`config.mk`:
```
export PLATFORM = sky130hd
export DESIGN_NAME = imm_encoder
export DESIGN_NICKNAME = d
export VERILOG_FILES = /design/src/rtl/imm_encoder.sv
export SDC_FILE = /design/constraint.sdc
export NUM_CORES = 1
export LEC_CHECK = 0
export BUFFER_PORTS_ARGS = -buffer_cell sky130_fd_sc_hd__buf_4
export CAP_MARGIN = 20
export CORE_ASPECT_RATIO = 1.2
export CORE_MARGIN = 2
export CORE_UTILIZATION = 58
export CTS_BUF_LIST = sky130_fd_sc_hd__clkbuf_8
export CTS_CLUSTER_DIAMETER = 40
export CTS_CLUSTER_SIZE = 25
export DETAILED_ROUTE_END_ITERATION = 8
export GPL_TIMING_DRIVEN = 0
export HOLD_SLACK_MARGIN = 0.05
export PLACE_DENSITY_LB_ADDON = 0.2
export REMOVE_ABC_BUFFERS = 1
export SETUP_SLACK_MARGIN = 0.05
export SYNTH_ARGS = -nofsm -noshare
export SYNTH_HDL_FRONTEND = slang
export SYNTH_SLANG_ARGS = --single-unit
```
`constraint.sdc`:
```
create_clock -name clk_i -period 2.8 [get_ports clk_i]
set_clock_uncertainty 0.15 [all_clocks]
set_input_delay 0 -clock clk_i [delete_from_list [all_inputs] [get_ports clk_i]]
set_output_delay 0 -clock clk_i [all_outputs]
set_load 0.03 [all_outputs]
```
`src/rtl/imm_encoder.sv`:
```
// imm_encoder: packs a signed immediate into the I/S/B/J fields of an instruction template.
// Two-stage valid/ready pipeline: stage 1 range-checks the immediate, stage 2 packs it and drives the outputs.
module imm_encoder #(
  parameter int unsigned CNT_W    = 16,
  parameter bit          CHECK_EN = 1'b1
) (
  input  logic             clk_i,
  input  logic             reset_i,
  input  logic             in_valid_i,
  output logic             in_ready_o,
  input  logic [31:0]      in_instr_i,
  input  logic [31:0]      in_imm_i,
  input  logic [1:0]       in_ImmSrc_i,
  output logic             out_valid_o,
  input  logic             out_ready_i,
  output logic [31:0]      out_instr_o,
  output logic             out_err_o,
  output logic [CNT_W-1:0] err_count_o
);

  typedef enum logic [1:0] {
    FMT_I = 2'b00,
    FMT_S = 2'b01,
    FMT_B = 2'b10,
    FMT_J = 2'b11
  } fmt_e;

  // An immediate fits when every bit above the field's sign bit equals that sign bit.
  function automatic logic rangeErr(input logic [31:0] imm, input fmt_e fmt);
    logic bad;
    bad = 1'b0;
    case (fmt)
      FMT_I, FMT_S: bad = !((&imm[31:11]) || !(|imm[31:11]));
      FMT_B:        bad = !((&imm[31:12]) || !(|imm[31:12])) || imm[0];
      FMT_J:        bad = !((&imm[31:20]) || !(|imm[31:20])) || imm[0];
      default:      bad = 1'b1;
    endcase
    return bad;
  endfunction

  function automatic logic [31:0] packImm(input logic [31:0] instr, input logic [20:0] imm,
                                          input fmt_e fmt);
    logic [31:0] p;
    p = instr;
    case (fmt)
      FMT_I: p[31:20] = imm[11:0];
      FMT_S: begin
        p[31:25] = imm[11:5];
        p[11:7]  = imm[4:0];
      end
      FMT_B: begin
        p[31]    = imm[12];
        p[7]     = imm[11];
        p[30:25] = imm[10:5];
        p[11:8]  = imm[4:1];
      end
      FMT_J: begin
        p[31]    = imm[20];
        p[19:12] = imm[19:12];
        p[20]    = imm[11];
        p[30:21] = imm[10:1];
      end
      default: p = instr;
    endcase
    return p;
  endfunction

  logic             stall;
  logic             inErr;

  logic             s1Valid_q, s1Valid_d;
  logic [31:0]      s1Instr_q, s1Instr_d;
  logic [20:0]      s1Imm_q, s1Imm_d;
  fmt_e             s1Fmt_q, s1Fmt_d;
  logic             s1Err_q, s1Err_d;

  logic             outValid_q, outValid_d;
  logic [31:0]      outInstr_q, outInstr_d;
  logic             outErr_q, outErr_d;
  logic [CNT_W-1:0] errCount_q, errCount_d;

  assign stall      = outValid_q & ~out_ready_i;
  assign in_ready_o = ~stall | ~s1Valid_q;
  assign inErr      = CHECK_EN ? rangeErr(in_imm_i, fmt_e'(in_ImmSrc_i)) : 1'b0;

  always_comb begin
    s1Valid_d  = s1Valid_q;
    s1Instr_d  = s1Instr_q;
    s1Imm_d    = s1Imm_q;
    s1Fmt_d    = s1Fmt_q;
    s1Err_d    = s1Err_q;
    outValid_d = outValid_q;
    outInstr_d = outInstr_q;
    outErr_d   = outErr_q;
    errCount_d = errCount_q;

    // Stage 1 refills whenever it is empty or its beat moves on this cycle.
    if (in_ready_o) begin
      s1Valid_d = in_valid_i;
      if (in_valid_i) begin
        s1Instr_d = in_instr_i;
        s1Imm_d   = in_imm_i[20:0];
        s1Fmt_d   = fmt_e'(in_ImmSrc_i);
        s1Err_d   = inErr;
      end
    end

    if (!stall) begin
      outValid_d = s1Valid_q;
      if (s1Valid_q) begin
        outInstr_d = s1Err_q ? s1Instr_q : packImm(s1Instr_q, s1Imm_q, s1Fmt_q);
        outErr_d   = s1Err_q;
      end
    end

    if (outValid_q && out_ready_i && outErr_q && (errCount_q != '1)) begin
      errCount_d = errCount_q + CNT_W'(1);
    end
  end

  always_ff @(posedge clk_i) begin
    if (reset_i) begin
      s1Valid_q  <= 1'b0;
      s1Instr_q  <= '0;
      s1Imm_q    <= '0;
      s1Fmt_q    <= FMT_I;
      s1Err_q    <= 1'b0;
      outValid_q <= 1'b0;
      outInstr_q <= '0;
      outErr_q   <= 1'b0;
      errCount_q <= '0;
    end else begin
      s1Valid_q  <= s1Valid_d;
      s1Instr_q  <= s1Instr_d;
      s1Imm_q    <= s1Imm_d;
      s1Fmt_q    <= s1Fmt_d;
      s1Err_q    <= s1Err_d;
      outValid_q <= outValid_d;
      outInstr_q <= outInstr_d;
      outErr_q   <= outErr_d;
      errCount_q <= errCount_d;
    end
  end

  assign out_valid_o = outValid_q;
  assign out_instr_o = outInstr_q;
  assign out_err_o   = outErr_q;
  assign err_count_o = errCount_q;

endmodule

```
==> impl_metrics.env <==
export IMPL_outcome="complete, no violations"
export IMPL_mostFrequentLayoutCells="nand2_1 (141), buf_4 (120), dfxtp_1 (107)"
export IMPL_synth_warnings=0
export IMPL_drv_slew=0
export IMPL_reg2reg_to="s1Imm_q[10]$_SDFFE_PP0P_"
export IMPL_fin_nets=776
export IMPL_switching_share_pct=28.5
export IMPL_drtIter0Drc=233
export IMPL_drc=0
export IMPL_busiest_layer="met2"
export IMPL_yosysSeqAreaShare_pct=49.0
export IMPL_rsz0062_at_grt="no"
export IMPL_fmax_mhz=402
export IMPL_synth_top_area_share_pct=49.0
export IMPL_die_x_um=83.3
export IMPL_p_int_uw=2170
export IMPL_grt_pass1_wl_um=20100
export IMPL_worstSetupStartpointType="flip-flop"
export IMPL_cts_root_buf="clkbuf_8"
export IMPL_path_max_fanout=37
export IMPL_antenna_cells=0
export IMPL_dpl_instance_area_sq_um=5300
export IMPL_start_util_pct=60.1
export IMPL_fin_util_pct=84.6
export IMPL_power_density_nw_per_um2=493
export IMPL_ant_nets=0
export IMPL_vias=4449
export IMPL_dieHeight_um=99.1
export IMPL_core_area_sq_um=7270
export IMPL_antenna_found_initial=0
export IMPL_setup_viol=0
export IMPL_p_leak_uw=0.00262
export IMPL_gr_usage_met3_pct=4.98
export IMPL_relSlewSlack_pct=26.4
export IMPL_hold_end="err_count_o[13]$_SDFFE_PP0P_"
export IMPL_async_flop_share_pct=0
export IMPL_cts_made_buffers=9
export IMPL_drive_above_1_share_pct=20.8
export IMPL_ios=121
export IMPL_drt_wl_total_um=12100
export IMPL_grt_pass1_vias=4435
export IMPL_finalInstanceArea_sq_um=6160
export IMPL_grt_start_max_net_pins=110
export IMPL_pwr_share_clk_pct=29.7
export IMPL_clk_pin_slew_ns=0.11
export IMPL_cts_tree="done"
export IMPL_ys_flop_type="dfxtp_1"
export IMPL_clkSinkCount=107
export IMPL_cts_resized=0
export IMPL_rrSetupSlack_ns=0.31
export IMPL_hold_violations=0
export IMPL_areaGrowthSynthToFinish_pct=40.7
export IMPL_fin_tns_setup_ns=0
export IMPL_period_share_pct=88.9
export IMPL_min_period_ns=2.49
export IMPL_ys_types=43
export IMPL_synth_edf_count=0
export IMPL_peakVddDrop_uv=334
export IMPL_track_usage_pct=29.7
export IMPL_gp_congestion=0.788
export IMPL_io_buffers=120
export IMPL_syn_inst=536
export IMPL_grt_met2_usage_pct=53.4
export IMPL_r2r_start="out_valid_o$_SDFFE_PP0N_"
export IMPL_share_seq_of_total_power_pct=54.2
export IMPL_dr_pass1_iters=5
export IMPL_min_delay_start="reset_i"
export IMPL_ff2ff_path_depth=7
export IMPL_tightestPinTransition_ns=1.10
export IMPL_postCtsSetupRepairBufs=0
export IMPL_drv_cap=0
export IMPL_comb_power_share_pct=16.2
export IMPL_worstSetupEndpointType="flip-flop"
export IMPL_placementRows=34
export IMPL_routedWlPerCell_um=15.2
export IMPL_syn_avg_cell_area_sq_um=8.16
export IMPL_p_sw_uw=865
export IMPL_synth_area_sq_um=4370
export IMPL_cp_arrival_ns=2.61
export IMPL_yosysTopAreaCell="dfxtp_1"
export IMPL_synth_seq_cells=107
export IMPL_dieArea_sq_um=8260
export IMPL_critical_path_class="reg -> reg"
export IMPL_via_per_inst=5.59
export IMPL_cts_buffer_depth=2
export IMPL_whs_ns=0.168
export IMPL_crit_required_ns=2.92
export IMPL_synthTopCellsByArea="dfxtp_1 (49%), nand2_1 (12%), a21oi_1 (7.9%), nor2_1 (4.1%), mux2i_1 (3.7%)"
export IMPL_layout_commonest_cell="nand2_1"
export IMPL_grt_util_met1_pct=34.2
export IMPL_htreeDepth=3
export IMPL_grt_overflow_total=0
export IMPL_min_path_cells=2
export IMPL_insertion_delay_ns=0.37
export IMPL_hpwl_um=7050
export IMPL_hold_path_class="in -> reg"
## logic make-up after synthesis
| family | count (synthesis) | share of synthesized area, % |
|---|---|---|
| adder cells (fa/ha/maj) | 5 | 1.43 |
| buffers and inverters | 40 | 4.12 |
| AO/OA/AOI/OAI | 114 | 15.5 |
| XOR/XNOR | 10 | 2.00 |
| flip-flops | 107 | 49.0 |
| multiplexers | 16 | 3.66 |
| AND/OR/NAND/NOR | 244 | 24.3 |
## per-stage QoR
| stage | instances | worst slack (ns) | power, uW |
|---|---|---|---|
| final | 796 | 0.311 | 3040 |
| after global routing | 796 | 0.168 | 3140 |
| after CTS | 796 | 0.361 | 3020 |
| after detailed placement | 713 | 0.659 | 2080 |
| after global placement | 710 | -0.738 | 2050 |
| after floorplan | 500 | 0.0726 | 1870 |
## critical path, cell delays in order, from the launching register on
cell and delay [ns]:
dfxtp_1 0.39, nor2b_2 0.30, nand2_1 0.15, and2_2 0.36, buf_12 0.24, nand2_1 0.09, a21oi_1 0.08, dlygate4sd3_1 0.63
## state kept, by name, indices dropped and copies added (netlist names)
name / cells
out_instr_o: 32
s1Instr_q: 32
s1Imm_q: 21
err_count_o: 16
s1Fmt_q: 2
out_err_o: 1
out_valid_o: 1
s1Err_q: 1
s1Valid_q: 1
## synthesized netlist by cell type (all sizes together), types with 8 or more instances
master	count
nand2	142
dfxtp	107
a21oi	69
nor2	48
buf	21
mux2i	16
a211oi	15
clkbuf	15
a221oi	10
nor3	10
o21ai	9
xor2	9
nand4	8
## per-layer routing
metal | wire length (um) | up-vias | part of all wire [%]
li1 | - | 2150 | -
met1 | 4690 | 2074 | 39
met2 | 6330 | 192 | 52
met3 | 747 | 33 | 6.2
met4 | 349 | 0 | 2.9
met5 | 0 | - | 0
## how the worst max path moves through the flow
| stage | from | endpoint |
|---|---|---|
| after floorplan | out_valid_o$_SDFFE_PP0N_ | s1Err_q$_SDFFE_PP0P_ |
| after global placement | out_valid_o$_SDFFE_PP0N_ | out_instr_o[19]$_SDFFE_PP0P_ |
| after detailed placement | err_count_o[0]$_SDFFE_PP0P_ | err_count_o[4]$_SDFFE_PP0P_ |
| after CTS | out_valid_o$_SDFFE_PP0N_ | s1Instr_q[2]$_SDFFE_PP0P_ |
| after global routing | out_valid_o$_SDFFE_PP0N_ | s1Imm_q[10]$_SDFFE_PP0P_ |
| final | out_valid_o$_SDFFE_PP0N_ | s1Imm_q[10]$_SDFFE_PP0P_ |
## area by class of cell
cell class | instances | area [sq um]
flip-flops and latches | 107 | 2140
well taps | 90 | 113
repair buffers | 190 | 1640
clock buffers | 9 | 124
multi-input cells | 389 | 2060
inverters | 4 | 15.0
fillers | 420 | 1120
clock inverters | 7 | 60.1
## what timing repair did
item / in CTS / in global routing
endpoints found under the setup margin: 0 / 0
hold buffers: 67 / 0
hold endpoints to repair: 58 / 0
## power groups by stage
stage          clock, uW  combinational, uW  sequential (uW)
4_1_cts              902                476             1640
3_5_place_dp           0                401             1680
3_3_place_gp           0                381             1670
2_1_floorplan          0                151             1720
6_report             900                491             1640
5_1_grt              960                529             1650
Note: power is estimated with default switching activity, not from simulation.
